[src/rtl/cache_pkg.sv]
// Shared state encoding, line geometry and address-field helpers for the cache controller.
package cache_pkg;

    typedef enum logic [2:0] {
        IDLE,
        COMPARE,
        WB_RD,
        WB_MEM,
        ALLOC_RD,
        ALLOC_WR,
        DONE
    } cache_state_t;

    localparam int unsigned WORD_W     = 2;
    localparam int unsigned LINE_WORDS = 4;
    localparam int unsigned STAT_W     = 16;

    // Address layout is {tag, index, word}; these give the low bit of each field.
    localparam int unsigned WORD_LSB   = 0;
    localparam int unsigned INDEX_LSB  = WORD_LSB + WORD_W;

    function automatic int unsigned tag_lsb(input int unsigned index_w);
        return INDEX_LSB + index_w;
    endfunction

endpackage

[src/rtl/cache_word_ctr.sv]
// Word-within-line counter used for writeback and refill sequencing; exposes its next value
// so the controller can register outputs that depend on it.
module cache_word_ctr
    import cache_pkg::*;
(
    input  logic              clk,
    input  logic              rst_n,
    input  logic              clr,
    input  logic              inc,
    output logic [WORD_W-1:0] count,
    output logic [WORD_W-1:0] count_nxt,
    output logic              last
);

    always_comb begin
        count_nxt = count;
        if (clr) begin
            count_nxt = '0;
        end else if (inc) begin
            count_nxt = count + 1'b1;
        end
    end

    assign last = (count == WORD_W'(LINE_WORDS - 1));

    always_ff @(posedge clk or negedge rst_n) begin
        if (!rst_n) begin
            count <= '0;
        end else begin
            count <= count_nxt;
        end
    end

endmodule

[src/rtl/cache_ctrl.sv]
// CPU-side cache controller: compare, dirty-victim writeback, line refill and retry.
// Optional hit/miss/writeback counters are enabled with `define CACHE_CTRL_STATS_EN.
module cache_ctrl
    import cache_pkg::*;
#(
    parameter  int unsigned TAG_W   = 5,
    parameter  int unsigned INDEX_W = 3,
    parameter  int unsigned DATA_W  = 16,
    localparam int unsigned ADDR_W  = TAG_W + INDEX_W + WORD_W
) (
    input  logic               clk,
    input  logic               rst_n,
    input  logic               cpu_req,
    input  logic               cpu_we,
    input  logic [ADDR_W-1:0]  cpu_addr,
    input  logic [DATA_W-1:0]  cpu_wdata,
    output logic               cpu_ack,
    output logic [DATA_W-1:0]  cpu_rdata,
    output logic [INDEX_W-1:0] set_index,
    output logic               set_enable,
    output logic               set_cmp,
    output logic               set_write,
    output logic [WORD_W-1:0]  set_word,
    output logic [TAG_W-1:0]   set_tag,
    output logic [DATA_W-1:0]  set_data_in,
    output logic               set_valid_in,
    input  logic               set_hit,
    input  logic               set_dirty,
    input  logic               set_valid,
    input  logic               set_ack,
    input  logic [TAG_W-1:0]   set_tag_out,
    input  logic [DATA_W-1:0]  set_data_out,
    output logic               mem_req,
    output logic               mem_we,
    output logic [ADDR_W-1:0]  mem_addr,
    output logic [DATA_W-1:0]  mem_wdata,
    input  logic [DATA_W-1:0]  mem_rdata,
    input  logic               mem_ack
`ifdef CACHE_CTRL_STATS_EN
    ,
    output logic [STAT_W-1:0]  stat_hits,
    output logic [STAT_W-1:0]  stat_misses,
    output logic [STAT_W-1:0]  stat_wbacks
`endif
);

    localparam int unsigned TAG_LSB = tag_lsb(INDEX_W);

    cache_state_t       state_q, state_nxt;
    logic               we_q, we_nxt;
    logic [ADDR_W-1:0]  addr_q, addr_nxt;
    logic [DATA_W-1:0]  wdata_q, wdata_nxt;
    logic [DATA_W-1:0]  buf_q, buf_nxt;
    logic [TAG_W-1:0]   vtag_q, vtag_nxt;
    logic [DATA_W-1:0]  rdata_nxt;

    logic               ctr_clr, ctr_inc, ctr_last;
    logic [WORD_W-1:0]  word_q, word_nxt;

    logic [INDEX_W-1:0] index_nxt;
    logic [TAG_W-1:0]   tag_nxt;
    logic               cpu_ack_nxt, set_enable_nxt, set_cmp_nxt, set_write_nxt, set_valid_in_nxt;
    logic [WORD_W-1:0]  set_word_nxt;
    logic [TAG_W-1:0]   set_tag_nxt;
    logic [DATA_W-1:0]  set_data_in_nxt, mem_wdata_nxt;
    logic               mem_req_nxt, mem_we_nxt;
    logic [ADDR_W-1:0]  mem_addr_nxt;

    cache_word_ctr u_word_ctr (
        .clk       (clk),
        .rst_n     (rst_n),
        .clr       (ctr_clr),
        .inc       (ctr_inc),
        .count     (word_q),
        .count_nxt (word_nxt),
        .last      (ctr_last)
    );

    always_comb begin
        state_nxt = state_q;
        we_nxt    = we_q;
        addr_nxt  = addr_q;
        wdata_nxt = wdata_q;
        buf_nxt   = buf_q;
        vtag_nxt  = vtag_q;
        rdata_nxt = cpu_rdata;
        ctr_clr   = 1'b0;
        ctr_inc   = 1'b0;
        unique case (state_q)
            IDLE: begin
                if (cpu_req) begin
                    we_nxt    = cpu_we;
                    addr_nxt  = cpu_addr;
                    wdata_nxt = cpu_wdata;
                    state_nxt = COMPARE;
                end
            end
            COMPARE: begin
                if (set_ack) begin
                    if (set_hit && set_valid) begin
                        if (!we_q) rdata_nxt = set_data_out;
                        state_nxt = DONE;
                    end else begin
                        ctr_clr   = 1'b1;
                        state_nxt = (set_valid && set_dirty) ? WB_RD : ALLOC_RD;
                    end
                end
            end
            WB_RD: begin
                if (set_ack) begin
                    buf_nxt   = set_data_out;
                    vtag_nxt  = set_tag_out;
                    state_nxt = WB_MEM;
                end
            end
            WB_MEM: begin
                if (mem_ack) begin
                    if (ctr_last) begin
                        ctr_clr   = 1'b1;
                        state_nxt = ALLOC_RD;
                    end else begin
                        ctr_inc   = 1'b1;
                        state_nxt = WB_RD;
                    end
                end
            end
            ALLOC_RD: begin
                if (mem_ack) begin
                    buf_nxt   = mem_rdata;
                    state_nxt = ALLOC_WR;
                end
            end
            ALLOC_WR: begin
                if (set_ack) begin
                    if (ctr_last) begin
                        ctr_clr   = 1'b1;
                        state_nxt = COMPARE;
                    end else begin
                        ctr_inc   = 1'b1;
                        state_nxt = ALLOC_RD;
                    end
                end
            end
            DONE:    state_nxt = IDLE;
            default: state_nxt = IDLE;
        endcase
    end

    // Outputs are registered, so they are decoded from the upcoming state and datapath values.
    always_comb begin
        index_nxt        = addr_nxt[INDEX_LSB +: INDEX_W];
        tag_nxt          = addr_nxt[TAG_LSB +: TAG_W];
        cpu_ack_nxt      = (state_nxt == DONE);
        set_enable_nxt   = (state_nxt inside {COMPARE, WB_RD, ALLOC_WR});
        set_cmp_nxt      = (state_nxt == COMPARE);
        set_write_nxt    = ((state_nxt == COMPARE) && we_nxt) || (state_nxt == ALLOC_WR);
        set_valid_in_nxt = (state_nxt == ALLOC_WR);
        set_word_nxt     = (state_nxt == COMPARE) ? addr_nxt[WORD_LSB +: WORD_W] : word_nxt;
        set_tag_nxt      = (state_nxt inside {COMPARE, ALLOC_WR}) ? tag_nxt : '0;
        set_data_in_nxt  = '0;
        if (state_nxt == COMPARE)  set_data_in_nxt = wdata_nxt;
        if (state_nxt == ALLOC_WR) set_data_in_nxt = buf_nxt;
        mem_req_nxt      = (state_nxt inside {WB_MEM, ALLOC_RD});
        mem_we_nxt       = (state_nxt == WB_MEM);
        mem_addr_nxt     = '0;
        if (state_nxt == WB_MEM)   mem_addr_nxt = {vtag_nxt, index_nxt, word_nxt};
        if (state_nxt == ALLOC_RD) mem_addr_nxt = {tag_nxt, index_nxt, word_nxt};
        mem_wdata_nxt    = (state_nxt == WB_MEM) ? buf_nxt : '0;
    end

    always_ff @(posedge clk or negedge rst_n) begin
        if (!rst_n) begin
            state_q      <= IDLE;
            we_q         <= 1'b0;
            addr_q       <= '0;
            wdata_q      <= '0;
            buf_q        <= '0;
            vtag_q       <= '0;
            cpu_ack      <= 1'b0;
            cpu_rdata    <= '0;
            set_index    <= '0;
            set_enable   <= 1'b0;
            set_cmp      <= 1'b0;
            set_write    <= 1'b0;
            set_word     <= '0;
            set_tag      <= '0;
            set_data_in  <= '0;
            set_valid_in <= 1'b0;
            mem_req      <= 1'b0;
            mem_we       <= 1'b0;
            mem_addr     <= '0;
            mem_wdata    <= '0;
        end else begin
            state_q      <= state_nxt;
            we_q         <= we_nxt;
            addr_q       <= addr_nxt;
            wdata_q      <= wdata_nxt;
            buf_q        <= buf_nxt;
            vtag_q       <= vtag_nxt;
            cpu_ack      <= cpu_ack_nxt;
            cpu_rdata    <= rdata_nxt;
            set_index    <= index_nxt;
            set_enable   <= set_enable_nxt;
            set_cmp      <= set_cmp_nxt;
            set_write    <= set_write_nxt;
            set_word     <= set_word_nxt;
            set_tag      <= set_tag_nxt;
            set_data_in  <= set_data_in_nxt;
            set_valid_in <= set_valid_in_nxt;
            mem_req      <= mem_req_nxt;
            mem_we       <= mem_we_nxt;
            mem_addr     <= mem_addr_nxt;
            mem_wdata    <= mem_wdata_nxt;
        end
    end

`ifdef CACHE_CTRL_STATS_EN
    // retry_q marks the post-refill compare so it is excluded from the statistics.
    logic retry_q;
    logic first_cmp, hit_evt, miss_evt, wb_evt;

    assign first_cmp = (state_q == COMPARE) && set_ack && !retry_q;
    assign hit_evt   = first_cmp && set_hit && set_valid;
    assign miss_evt  = first_cmp && !(set_hit && set_valid);
    assign wb_evt    = miss_evt && set_valid && set_dirty;

    always_ff @(posedge clk or negedge rst_n) begin
        if (!rst_n) begin
            retry_q     <= 1'b0;
            stat_hits   <= '0;
            stat_misses <= '0;
            stat_wbacks <= '0;
        end else begin
            if (state_q == IDLE && cpu_req) begin
                retry_q <= 1'b0;
            end else if (state_q == ALLOC_WR && set_ack && ctr_last) begin
                retry_q <= 1'b1;
            end
            if (hit_evt && stat_hits != '1)    stat_hits   <= stat_hits + 1'b1;
            if (miss_evt && stat_misses != '1) stat_misses <= stat_misses + 1'b1;
            if (wb_evt && stat_wbacks != '1)   stat_wbacks <= stat_wbacks + 1'b1;
        end
    end
`endif

endmodule
[config.mk]
export PLATFORM = sky130hd
export DESIGN_NAME = cache_ctrl
export DESIGN_NICKNAME = d
export VERILOG_FILES = /design/src/rtl/cache_pkg.sv /design/src/rtl/cache_word_ctr.sv /design/src/rtl/cache_ctrl.sv
export SDC_FILE = /design/constraint.sdc
export NUM_CORES = 1
export LEC_CHECK = 0
export CORE_MARGIN = 1
export CORE_UTILIZATION = 48
export CTS_CLUSTER_SIZE = 10
export DETAILED_ROUTE_END_ITERATION = 6
export GPL_TIMING_DRIVEN = 0
export PLACE_DENSITY = 0.8
export SETUP_SLACK_MARGIN = 0.05
export SLEW_MARGIN = 20
export SYNTH_ARGS = -nofsm -noshare
export SYNTH_HDL_FRONTEND = slang
export SYNTH_HIERARCHICAL = 1
export SYNTH_SLANG_ARGS = --single-unit
[constraint.sdc]
create_clock -name clk -period 2.3 [get_ports clk]
set_clock_uncertainty 0.05 [all_clocks]
set_input_delay 0.345 -clock clk [delete_from_list [all_inputs] [get_ports clk]]
set_output_delay 0.345 -clock clk [all_outputs]
set_load 0.02 [all_outputs]
Word-level counts from Yosys, hierarchy flattened
Index checks and enable logic that the tools add are counted.

storage, ports and cells
  input bits = 72
  word-level logic and storage cells = 85
  output and inout bits = 75
  bits in registers = 128

cells by class
  multiplexer cells = 41
  bitwise gates (word level) = 1
  reduce and logical (&&, ||, !) cells = 9
  add/subtract/negate cells = 1
  eq/ne operators = 12

operators with widths
  kind                                                              count
  16-bit 2-to-1 mux                                                 7
  10-bit 2-to-1 mux                                                 4
  16-bit case mux with 2 select lines                               1
  3-bit 2-to-1 mux                                                  10
  3-bit case mux with 6 select lines                                1
  3-bit == test (second input constant)                             5
  5-bit 2-to-1 mux                                                  3
  3-bit by 2-bit == test with 1-bit output (second input constant)  4
  1-bit 2-to-1 mux                                                  10
  3-bit by 1-bit == test with 1-bit output (second input constant)  2
  2-bit 2-to-1 mux                                                  3
  4-bit AND reduction                                               1
  2-bit nonzero test                                                2
  1-bit logical AND                                                 3
  3-bit logical NOT                                                 1
  1-bit case mux with 3 select lines                                1
  3-bit nonzero test                                                1
  2-bit by 1-bit adder with 2-bit output (second input constant)    1
  2-bit == test (second input constant)                             1
  1-bit case mux with 2 select lines                                1
  1-bit logical OR                                                  1
  1-bit inverter                                                    1

Depth between registers and ports, before layout
Gate-level depths: netlist (run 1).

  word-level depth = 8
  mapped depth = 8
  mapped depth without buffers = 6

Hierarchy
The synthesis (run 1) kept the hierarchy.

modules (own cells, without submodules)
  module          area an instance (um2)  seq. area each (um2)  instances  cells each
  cache_ctrl      5233.8                  3078.0                1          434
  cache_word_ctr  88.8                    50.0                  1          7

Least setup slack after synthesis (run 1)
OpenSTA, ideal clock, no wires.

  path type = register to register
  start point = register state_q[2]
  end point = register set_word[1]
  period minus slack after synthesis = 1.988 ns
  required time = 2.125 ns
  stages on the path, launching flop included = 6
  buffers on the path = 2
  setup time = 0.125 ns
  slack = 0.312 ns
  data arrival time = 1.813 ns
  cell sequence = dfrtp_1 -> buf_4 -> nor4b_4 -> buf_4 -> mux2_2 -> mux2_2

between the ends
  elaborated cells on any way between the ends = 20
  classes of those cells = eq/ne (6); mux (13); reduce/logical (1)

RTL lines
  what                      RTL line           source
  start: declaration        cache_ctrl.sv:49   cache_state_t state_q, state_nxt;
  start signal: assignment  cache_ctrl.sv:194  state_q <= state_nxt;
  3-bit logical NOT         cache_ctrl.sv:89   unique case (state_q)
  10-bit 2-to-1 mux         cache_ctrl.sv:89
  via addr_nxt[1]           cache_ctrl.sv:51   logic [ADDR_W-1:0] addr_q, addr_nxt;
  2-bit 2-to-1 mux          cache_ctrl.sv:158  set_word_nxt = (state_nxt == COMPARE) ? addr_nxt[WORD_LSB +: WORD_W] : word_nxt;
  via set_word_nxt[1]       cache_ctrl.sv:63   logic [WORD_W-1:0] set_word_nxt;
  end signal: assignment    cache_ctrl.sv:206  set_word <= set_word_nxt;
  end: declaration          cache_ctrl.sv:23   output logic [WORD_W-1:0] set_word,

The timed path passes the listed nets, and every way through them passes these cells.
A chain may end at the register's enable or synchronous reset.

Worst setup path after layout (run 1)
  start point = register state_q[2]
  end point = register set_data_in[6]

between the ends
  cells in the longest elaborated chain, start to end = 5
  elaborated cells on any way between the ends = 19
  classes of those cells = eq/ne (7); mux (11); reduce/logical (1)

ends and longest elaborated chain
  what                                      RTL line           source
  3-bit == test (tied with other cells)     cache_ctrl.sv:89
  3-bit case mux with 6 select lines        cache_ctrl.sv:89
  3-bit by 1-bit == test with 1-bit output  cache_ctrl.sv:161  if (state_nxt == COMPARE) set_data_in_nxt = wdata_nxt;
  16-bit 2-to-1 mux                         cache_ctrl.sv:161
  16-bit 2-to-1 mux (*)                     cache_ctrl.sv:162  if (state_nxt == ALLOC_WR) set_data_in_nxt = buf_nxt;
  via set_data_in_nxt[6]                    cache_ctrl.sv:65   logic [DATA_W-1:0] set_data_in_nxt, mem_wdata_nxt;
  end signal: assignment                    cache_ctrl.sv:208  set_data_in <= set_data_in_nxt;
  end: declaration                          cache_ctrl.sv:25   output logic [DATA_W-1:0] set_data_in,

The timed path passes the listed nets; every way through them passes the cells marked *.

==> metrics.md, run 1 <==
| Metric | Value |
|---|---|
| Status | finished, final reports clean |
| CP arrival | ~2.6 ns |
| Post-synthesis cell area | 5320 um2 |
| CP Capture Type | register |
| Reg2reg start | state_q[2]$_DFF_PN0_ |
| Iter 0 DRT Violations | 320 |
| Startpoint types | register |
| Vias per cell | 5.69 |
| Dpl hpwl | 10200 um |
| P_leak | 3.39 nW |
| YS warnings | 6 |
| Final setup viols | 0 |
| First-pass GRT wire length | 23500 um |
| IO buf count | between 100 and 150 |
| Total CTS buffers | 17 |
| Synth-to-Final Area Change | 46.6% |
| Metal2 WL | between 7000 and 8000 um |
| Final Util | a little over 70% |
| Residual DRC count | 0 |
| Max stage delay on crit path | 0.39 ns |
| Cell count of the worst reg-to-reg path | 6 |
| TritonRoute pass-1 iters | 5 |
| Max-Cap Viols | 0 |
| FMAX | 453 MHz |
| Sinks on Clock Net | ~130 |
| Critical path class | register to register |
| Critical path startpoint | state_q[2]$_DFF_PN0_ |
| HP Class | primary input to register |
| Vias | 4372 |
| CTS Root Cell | clkbuf_8 |
| Filler cell count | 721 |
| Max-slew headroom | 53.6% |
| Syn nets | 514 |
| Final ANT Viol Nets | 0 |
| Share of cells above drive strength 1 | 21.0% |
| Grt ovf | 0 |
| CP max FO | 10 |
| Final Hold Fails | 0 |
| RD Place Congestion | 0.836 |
| Yosys reg bits | 125 |
| Tmin final | 2.21 ns |
| DIE AREA | ~12000 um2 |
| Diodes inserted | 0 |
| Io pins | ~150 |
| CP endpoint | set_data_in[6]$_DFF_PN0_ |
| PD cells | 1500 nW/um2 |
| Rows | 38 |
| Reg clk slew, reported paths | about 0.060 ns |
| Die width | roughly 110 um |
| GRT Util Overall | 27.6% |
| NumNets Final | 690 |
| Synth Instances | 441 |
| WL/cell | 19.6 um |
| Max Transition Viols Final | 0 |
| CTS Buffer Depth | 2 |
| Tightest Pin Transition | roughly 0.7 ns |
| Mean Syn Cell Area | 12.1 um2 |
| Max layer used | met4 |
| Met3 WL | between 1000 and 1500 um |
| Worst hold path depth | 4 |
| Slowest stage cell, crit path | clkbuf_1 |
| Die span in y | 107 um |
| Critical R2R Capture | set_data_in[6]$_DFF_PN0_ |
| WP data required | 2.66 ns |
| Pin count of the biggest net entering global routing | 75 |
| Placed cells | 727 |
| Register area share after synthesis | between 50 and 60% |
| DRT Wirelength | 15100 um |
| # H-tree levels | 4 |
| Worst hold slack | roughly 0.29 ns |
| Crit-path cells | buf_4, nand4bb_1, o2bb2ai_4, clkbuf_1, nor3_1, a211oi_1 |
| Max IR drop VDD | roughly 770 uV |
| CTS tree | built |
| Initial antenna violation count | 0 |
| RSZ-0062 raised after global routing | false |
| Final period utilization | ~96% |
| Starting density of the core | 49.1% |
| Hold Path Origin | mem_ack |
| Distinct cells, synth | 48 |
| WL met1 | slightly above 6000 um |
| Non-filler cells in the finished layout | 769 |
| Vias in the first global route | 4399 |
| Core ar. | 10800 um2 |
| Clock Latency Late Sink | 0.52 ns |
| Reg2Reg Setup Slack | 0.09 ns |
layout by cell type, fill, tap and decap left out, drive strengths merged, types with 6 or more instances in the layout:
cell,netlist,final
a21oi,20,20
bufinv,0,6
o2bb2ai,6,6
a21bo,10,10
nor2,23,23
nand2,32,32
buf,19,27
o21ai,14,14
nor3,17,17
mux2,45,45
inv,21,24
dfrtp,125,125
nand2b,7,7
clkbuf,13,36
mux2i,7,7
a22oi,6,6
clkdlybuf4s50,0,144
a211oi,20,20
nand4b,10,10
timing repair:
action | in CTS | in global routing
pin swaps | 1 | 2
hold buffers | 1 | 0
endpoints found under the setup margin | 30 | 38
endpoints found under the hold margin | 51 | 0
buffers inserted | 4 | 6
resized for setup | 7 | 17
layout make-up:
class                   count  area [um2]  area share [%]
clock buffers              19         442            5.66
repair buffers            157        1570            20.1
clock inverters            12         231            2.97
well taps                 140         175            2.24
multi-input cells         263        2010            25.7
flip-flops and latches    125        3130            40.1
inverters                  21        78.8            1.01
plain buffers              32         175            2.24
cell families after synthesis:
group | count (synthesis) | synth area share, %
AND/OR/NAND/NOR | 104 | 10.5
adder cells (fa/ha/maj) | 1 | 0.235
multiplexers | 52 | 11.4
buffers and inverters | 53 | 4.47
AO/OA/AOI/OAI | 105 | 14.4
XOR/XNOR | 1 | 0.165
flip-flops | 125 | 58.8
Yosys cell counts (all sizes together):
cell type  number  area [um2]
and3b           1        8.76
o31ai           2        15.0
dfrtp         125        3130
a2bb2oi         1        8.76
a211o           5        43.8
a211oi         20         150
a21bo          10         100
ha              1        12.5
a221o           1        10.0
o21ai          14        70.1
a221oi          1        8.76
a21boi          5        37.5
nand2          32         120
a32oi           5        43.8
nor2b           5        31.3
a21oi          20         104
nand3           2        10.0
buf            19         110
a22oi           6        45.0
nor3b           1        7.51
nor4b           1        23.8
nand2b          7        43.8
nor2           23        86.3
clkbuf         13        48.8
inv            21        78.8
a31oi           1        6.26
o2bb2ai         6        58.8
nor3           17        95.1
nand4b         10        87.6
nand4bb         2        22.5
xnor2           1        8.76
nand3b          1        7.51
a311oi          5        43.8
mux2i           7        70.1
and2            1        6.26
o21a            2        15.0
mux2           45         537
o211ai          1        7.51
nor4bb          1        10.0
layer usage:
metal	vias to the layer above	track usage, %
li1	1934	-
met3	30	7.08
met5	-	0
met1	2180	35.8
met2	228	44.6
met4	0	10.3
registers in the layout, indices dropped and copies added, names as in the netlist, 3 cells and up:
| register | count |
|---|---|
| mem_wdata | 16 |
| mem_addr | 10 |
| wdata_q | 16 |
| cpu_rdata | 16 |
| addr_q | 10 |
| buf_q | 16 |
| set_tag | 5 |
| vtag_q | 5 |
| set_data_in | 16 |
| state_q | 3 |
stage by stage:
step	setup slack (ns)	cell area, um2	setup TNS, ns	power (mW)
2_1_floorplan	0.312	5320	0	6.46
3_3_place_gp	-3.73	6950	-480.80	8.20
4_1_cts	0.0141	7730	0	11.6
5_1_grt	0.0504	7800	0	12.3
6_report	0.0933	7800	0	11.7
3_5_place_dp	-0.410	6980	-18.63	8.39
worst min-delay path by stage:
stage / to / slack, ns
floorplan: addr_q[0]$_DFF_PN0_ / -0.0006
global placement: addr_q[1]$_DFF_PN0_ / 0.43
detailed placement: cpu_rdata[7]$_DFFE_PN0P_ / 0.27
CTS: buf_q[2]$_DFF_PN0_ / 0.26
global route: buf_q[2]$_DFF_PN0_ / 0.31
finish: buf_q[5]$_DFF_PN0_ / 0.29
power by group:
| part | switching [mW] | internal, mW | leakage, nW |
|---|---|---|---|
| combinational | 2.81 | 2.32 | 1.50 |
| clock | 0.996 | 2.04 | 0.326 |
| sequential | 0.411 | 3.13 | 1.56 |
| total | 4.21 | 7.50 | 3.39 |
worst max-delay path: cells and delay by family, from the launching register on:
family | cells | cell delay [ns]
buffers and inverters | 2 | 0.57
DFF | 1 | 0.37
and+or+nand+nor | 2 | 0.47
AOI/OAI and AO/OA | 2 | 0.64
Power figures use the tool's default switching activity.
==> run 2, diff against run 1 <==
Settings changed: RECOVER_POWER set to 50.
==> metrics.md, run 2 (same netlist as run 1, synthesis figures left out) <==
| Metric | Value |
|---|---|
| Rows | 38 |
| CTS tree | built |
| Clock Latency Late Sink | 0.52 ns |
| Reg2Reg Setup Slack | between 0.07 and 0.08 ns |
| Final Hold Fails | 0 |
| Core ar. | around 11000 um2 |
| RSZ-0062 raised after global routing | false |
| Critical path class | register to register |
| Tightest Pin Transition | between 1 and 1.5 ns |
| Share of cells above drive strength 1 | 18.9% |
| Slowest stage cell, crit path | dfrtp_1 |
| Tmin final | ~2.2 ns |
| Final period utilization | 96.9% |
| Status | finished, final reports clean |
| Max IR drop VDD | 764 uV |
| Iter 0 DRT Violations | approximately 270 |
| Critical R2R Capture | set_data_in[6]$_DFF_PN0_ |
| Cell count of the worst reg-to-reg path | 6 |
| Final Util | roughly 72% |
| CTS Root Cell | clkbuf_8 |
| # H-tree levels | 4 |
| Synth-to-Final Area Change | 45.9% |
| CTS Buffer Depth | 2 |
| Max Transition Viols Final | 0 |
| Sinks on Clock Net | roughly 130 |
| Diodes inserted | 0 |
| IO buf count | 145 |
| Final worst setup slack | 0.0723 ns |
| Initial antenna violation count | 0 |
| Dpl hpwl | 10200 um |
| Reg clk slew, reported paths | 0.06 ns |
| Crit-path cells | buf_4, nand4bb_1, o2bb2ai_4, clkbuf_1, nor3_1, a211oi_1 |
| Starting density of the core | 49.1% |
| Die width | 107 um |
| WL/cell | 19.5 um |
| CP Capture Type | register |
| HP Class | primary input to register |
| Hold Path Origin | mem_ack |
| Io pins | about 150 |
| Final setup viols | 0 |
| Vias | 4332 |
| Max-Cap Viols | 0 |
| Most frequent cells in the layout | 137 x clkdlybuf4s50_1, 124 x dfrtp_1, 33 x mux2_2, 32 x nand2_1, 22 x nor2_1 |
| Worst hold slack | 0.303 ns |
| Die span in y | 107 um |
| Dpl ws | -0.410 ns |
| RD Place Congestion | 0.836 |
| GRT Util Overall | roughly 28% |
| Max stage delay on crit path | between 0.3 and 0.4 ns |
| DIE AREA | 11500 um2 |
| DRT Wirelength | 15000 um |
| Pin count of the biggest net entering global routing | 75 |
| CP max FO | 10 |
| Max-slew headroom | 13.4% |
| Final instance area | between 7000 and 8000 um2 |
| TritonRoute pass-1 iters | 6 |
| NumNets Final | a little under 700 |
| FMAX | 449 MHz |
| Vias per cell | approximately 5.6 |
| Worst Hold Endpoint | buf_q[2]$_DFF_PN0_ |
| Total power | approximately 12 mW |
| Startpoint types | register |
| P_leak | 3.38 nW |
| Most common cell after layout, fill and taps aside | clkdlybuf4s50_1 |
| Worst hold path depth | 4 |
| Residual DRC count | 0 |
| Vias in the first global route | 4399 |
| PD cells | ~1500 nW/um2 |
| Final ANT Viol Nets | 0 |
| Total CTS buffers | 17 |
| First-pass GRT wire length | 23500 um |
| CP arrival | 2.58 ns |
| DP Area | about 7000 um2 |
| Grt ovf | 0 |
| Reg2reg start | state_q[2]$_DFF_PN0_ |
| WP data required | 2.65 ns |
==> run 2: changes by cell type in the layout (fill, tap and decap cells not counted), sizes merged <==
cell | previous run | this run
clkbuf | 36 | 39
dlygate4sd3 | 1 | 8
buf | 27 | 24
clkdlybuf4s50 | 144 | 137
==> run 2: what timing repair did <==
| item | CTS | global route |
|---|---|---|
| hold buffers | 1 | 0 |
| endpoints found under the hold margin | 51 | 0 |
| setup buffers | 4 | 6 |
| pin swaps | 1 | 2 |
| setup endpoints to repair | 30 | 38 |
| resized for setup | 7 | 17 |
==> run 2: how the worst max path moves through the flow <==
stage,start,endpoint,depth (start not counted)
3_3_place_gp,rst_n,set_tag[1]$_DFF_PN0_,1
5_1_grt,u_word_ctr/count[0]$_DFF_PN0_,mem_addr[2]$_DFF_PN0_,7
6_report,state_q[2]$_DFF_PN0_,set_data_in[6]$_DFF_PN0_,6
4_1_cts,state_q[2]$_DFF_PN0_,set_data_in[9]$_DFF_PN0_,6
3_5_place_dp,set_ack,cpu_rdata[12]$_DFFE_PN0P_,5
2_1_floorplan,state_q[2]$_DFF_PN0_,set_word[1]$_DFF_PN0_,5
==> run 2: report_power, final <==
part	internal (mW)	switching, mW
sequential	3.13	0.405
combinational	2.23	2.80
clock	2.04	0.989
==> run 2: final cells by class <==
type,count,area [um2]
multi-input combinational,263,1980
inverter,21,78.8
timing repair buffer,157,1550
sequential,125,3130
tap,140,175
buffer,32,175
fill,728,3080
clock buffer,19,442
clock inverter,12,231
==> run 2: per-layer routing <==
metal  vias up  part of all wire (%)  wire length [um]  global-route usage [%]
met1      2163                    41              6130                    35.8
met5         -                     0                 0                       0
met3        31                   7.4              1100                    7.08
met2       205                    49              7400                    44.6
li1       1933                     -                 -                       -
met4         0                   2.4               365                    10.3
==> run 2: worst max-delay path: cells and delay by family, from the launching register on <==
| family | cells | cell delay [ns] |
|---|---|---|
| AO/OA/AOI/OAI | 2 | 0.65 |
| buffers and inverters | 2 | 0.56 |
| flip-flops | 1 | 0.38 |
| AND/OR/NAND/NOR | 2 | 0.46 |
==> run 2: stage by stage <==
step | setup TNS [ns] | cells
detailed placement | -18.63 | 727
CTS | 0 | 763
floorplan | 0 | 441
global placement | -480.80 | 726
finish | 0 | 769
global route | 0 | 769
==> run 3, diff against run 2 <==
Settings changed: PLACE_DENSITY 0.8 to 0.87.
==> metrics.md, run 3 (same netlist as run 1, synthesis figures left out) <==
| Metric | Value |
|---|---|
| Sinks on Clock Net | 125 |
| Rows | 38 |
| RSZ-0062 raised after global routing | true |
| Grt ovf | 0 |
| Switching share of total power | 38.5% |
| Reg clk slew, reported paths | roughly 0.060 ns |
| CTS tree | built |
| Iter 0 DRT Violations | ~360 |
| Die width | 107 um |
| Slowest stage cell, crit path | clkdlybuf4s50_1 |
| Crit-path cells | clkdlybuf4s50_1, nor4bb_2, buf_2, buf_2, a22oi_1, a311oi_1 |
| Clock Latency Late Sink | 0.51 ns |
| Startpoint types | primary input |
| Total CTS buffers | 17 |
| Reg area | 3130 um2 |
| Met3 WL | 1210 um |
| # H-tree levels | 4 |
| Status | finished, final reports clean |
| Final period utilization | 98.8% |
| Pint | between 6 and 7 mW |
| PD cells | 1450 nW/um2 |
| Vias per cell | 5.70 |
| Tightest Pin Transition | 1.36 ns |
| Max layer used | met4 |
| CP max FO | 10 |
| Sequential Power Share | ~32% |
| Final Hold Fails | 0 |
| Initial antenna violation count | 0 |
| Most numerous cell on the critical path | buf_2 |
| Diodes inserted | 0 |
| Tmin final | 2.27 ns |
| Max Transition Viols Final | 0 |
| HP Class | primary input to register |
| Area of the multi-input gates | between 2000 and 2500 um2 |
| WL/cell | 19.9 um |
| Dpl ws | -0.484 ns |
| Share of cells above drive strength 1 | 18.5% |
| Filler cell count | between 700 and 800 |
| Most frequent cells in the layout | 135 x clkdlybuf4s50_1, 123 x dfrtp_1, 32 x nand2_1, 29 x mux2_2, 23 x nor2_1 |
| CP Capture Type | register |
| Vias | 4369 |
| Core ar. | roughly 11000 um2 |
| CTS Buffer Depth | 2 |
| Clock group share of total power | 22.3% |
| Hold Path Origin | mem_ack |
| Starting density of the core | 49.1% |
| Die span in y | 107 um |
| FMAX | 440 MHz |
| WL met1 | 5980 um |
| Critical path class | primary input to register |
| Synth-to-Final Area Change | 43.4% |
| Gate power share | between 40% and 50% |
| Worst hold slack | 0.289 ns |
| Io pins | 147 |
| DIE AREA | 11500 um2 |
| CP arrival | 2.60 ns |
| Final worst setup slack | 0.0279 ns |
| Total power | 11.1 mW |
| Psw | 4.27 mW |
| P_leak | about 3.3 nW |
| First-pass GRT wire length | about 23000 um |
| Final setup viols | 0 |
| Reg2reg start | state_q[0]$_DFF_PN0_ |
| Final ANT Viol Nets | 0 |
| GRT Util Overall | 27.2% |
| CTS Root Cell | clkbuf_8 |
| Pin count of the biggest net entering global routing | 73 |
| NumNets Final | 686 |
| RD Place Congestion | 0.840 |
| DRT Wirelength | ~15000 um |
| WP data required | between 2 and 3 ns |
| Vias in the first global route | between 4000 and 5000 |
| Max IR drop VDD | 724 uV |
| Dpl hpwl | 10500 um |
| Max stage delay on crit path | 0.71 ns |
| Residual DRC count | 0 |
| TritonRoute pass-1 iters | 5 |
| IO buf count | 145 |
| Metal2 WL | 7620 um |
| Critical path startpoint | set_ack |
| Max-Cap Viols | 0 |
| Most common cell after layout, fill and taps aside | clkdlybuf4s50_1 |
| Max-slew headroom | 9.50% |
-- run 3: metrics by stage --
step	instance area, um2	util, %	cells	setup TNS (ns)
after detailed placement	6980	64.4	727	-19.43
after CTS	7580	69.9	763	0
after global placement	6950	64.1	726	-469.57
after floorplan	5320	-	441	0
after global routing	7630	70.4	766	0
final	7630	70.4	766	0
-- run 3: routing by layer --
layer | vias up | global-route usage [%]
met5 | - | 0
met4 | 0 | 12.6
met3 | 45 | 6.36
met2 | 254 | 44.0
met1 | 2144 | 34.9
li1 | 1926 | -
-- run 3: path summary, 6_finish.rpt --
check,cells after the start,endpoint,slack (ns)
max,6,set_data_in[2]$_DFF_PN0_,0.03
min,4,buf_q[2]$_DFF_PN0_,0.29
max reg2reg,7,set_data_in[5]$_DFF_PN0_,0.09
min reg2reg,1,wdata_q[14]$_DFF_PN0_,0.44
max in group asynchronous,3,state_q[1]$_DFF_PN0_,0.54
min in group asynchronous,2,mem_wdata[6]$_DFF_PN0_,0.68
-- run 3: final cells by class --
type,count,share of cell area [%]
clock inverters,14,1.75
inverters,21,1.03
repair buffers,153,19.9
well taps,140,2.30
flip-flops and latches,125,41.0
plain buffers,32,2.21
multi-input cells,263,26.3
clock buffers,18,5.48
-- run 3: worst max-delay path, delay by kind of cell --
| family | cells | cell delay, ns |
|---|---|---|
| AND/OR/NAND/NOR | 1 | 0.35 |
| buffers and inverters | 3 | 1.29 |
| AO/OA/AOI/OAI | 2 | 0.61 |
-- run 3: power by group through the flow --
| stage | clock [mW] | combinational, mW | sequential, mW |
|---|---|---|---|
| 2_1_floorplan | 0 | 2.41 | 4.05 |
| 4_1_cts | 2.50 | 4.96 | 3.53 |
| 6_report | 2.48 | 5.07 | 3.55 |
| 5_1_grt | 2.60 | 5.40 | 3.62 |
| 3_5_place_dp | 0 | 4.84 | 3.55 |
| 3_3_place_gp | 0 | 4.68 | 3.50 |
-- run 3: repair_timing --
| action | in CTS | in global routing |
|---|---|---|
| endpoints found under the hold margin | 53 | 0 |
| endpoints found under the setup margin | 21 | 35 |
| setup buffers | 3 | 3 |
| gates resized for setup | 5 | 17 |
| pin swaps | 1 | 3 |
| hold buffers | 1 | 0 |
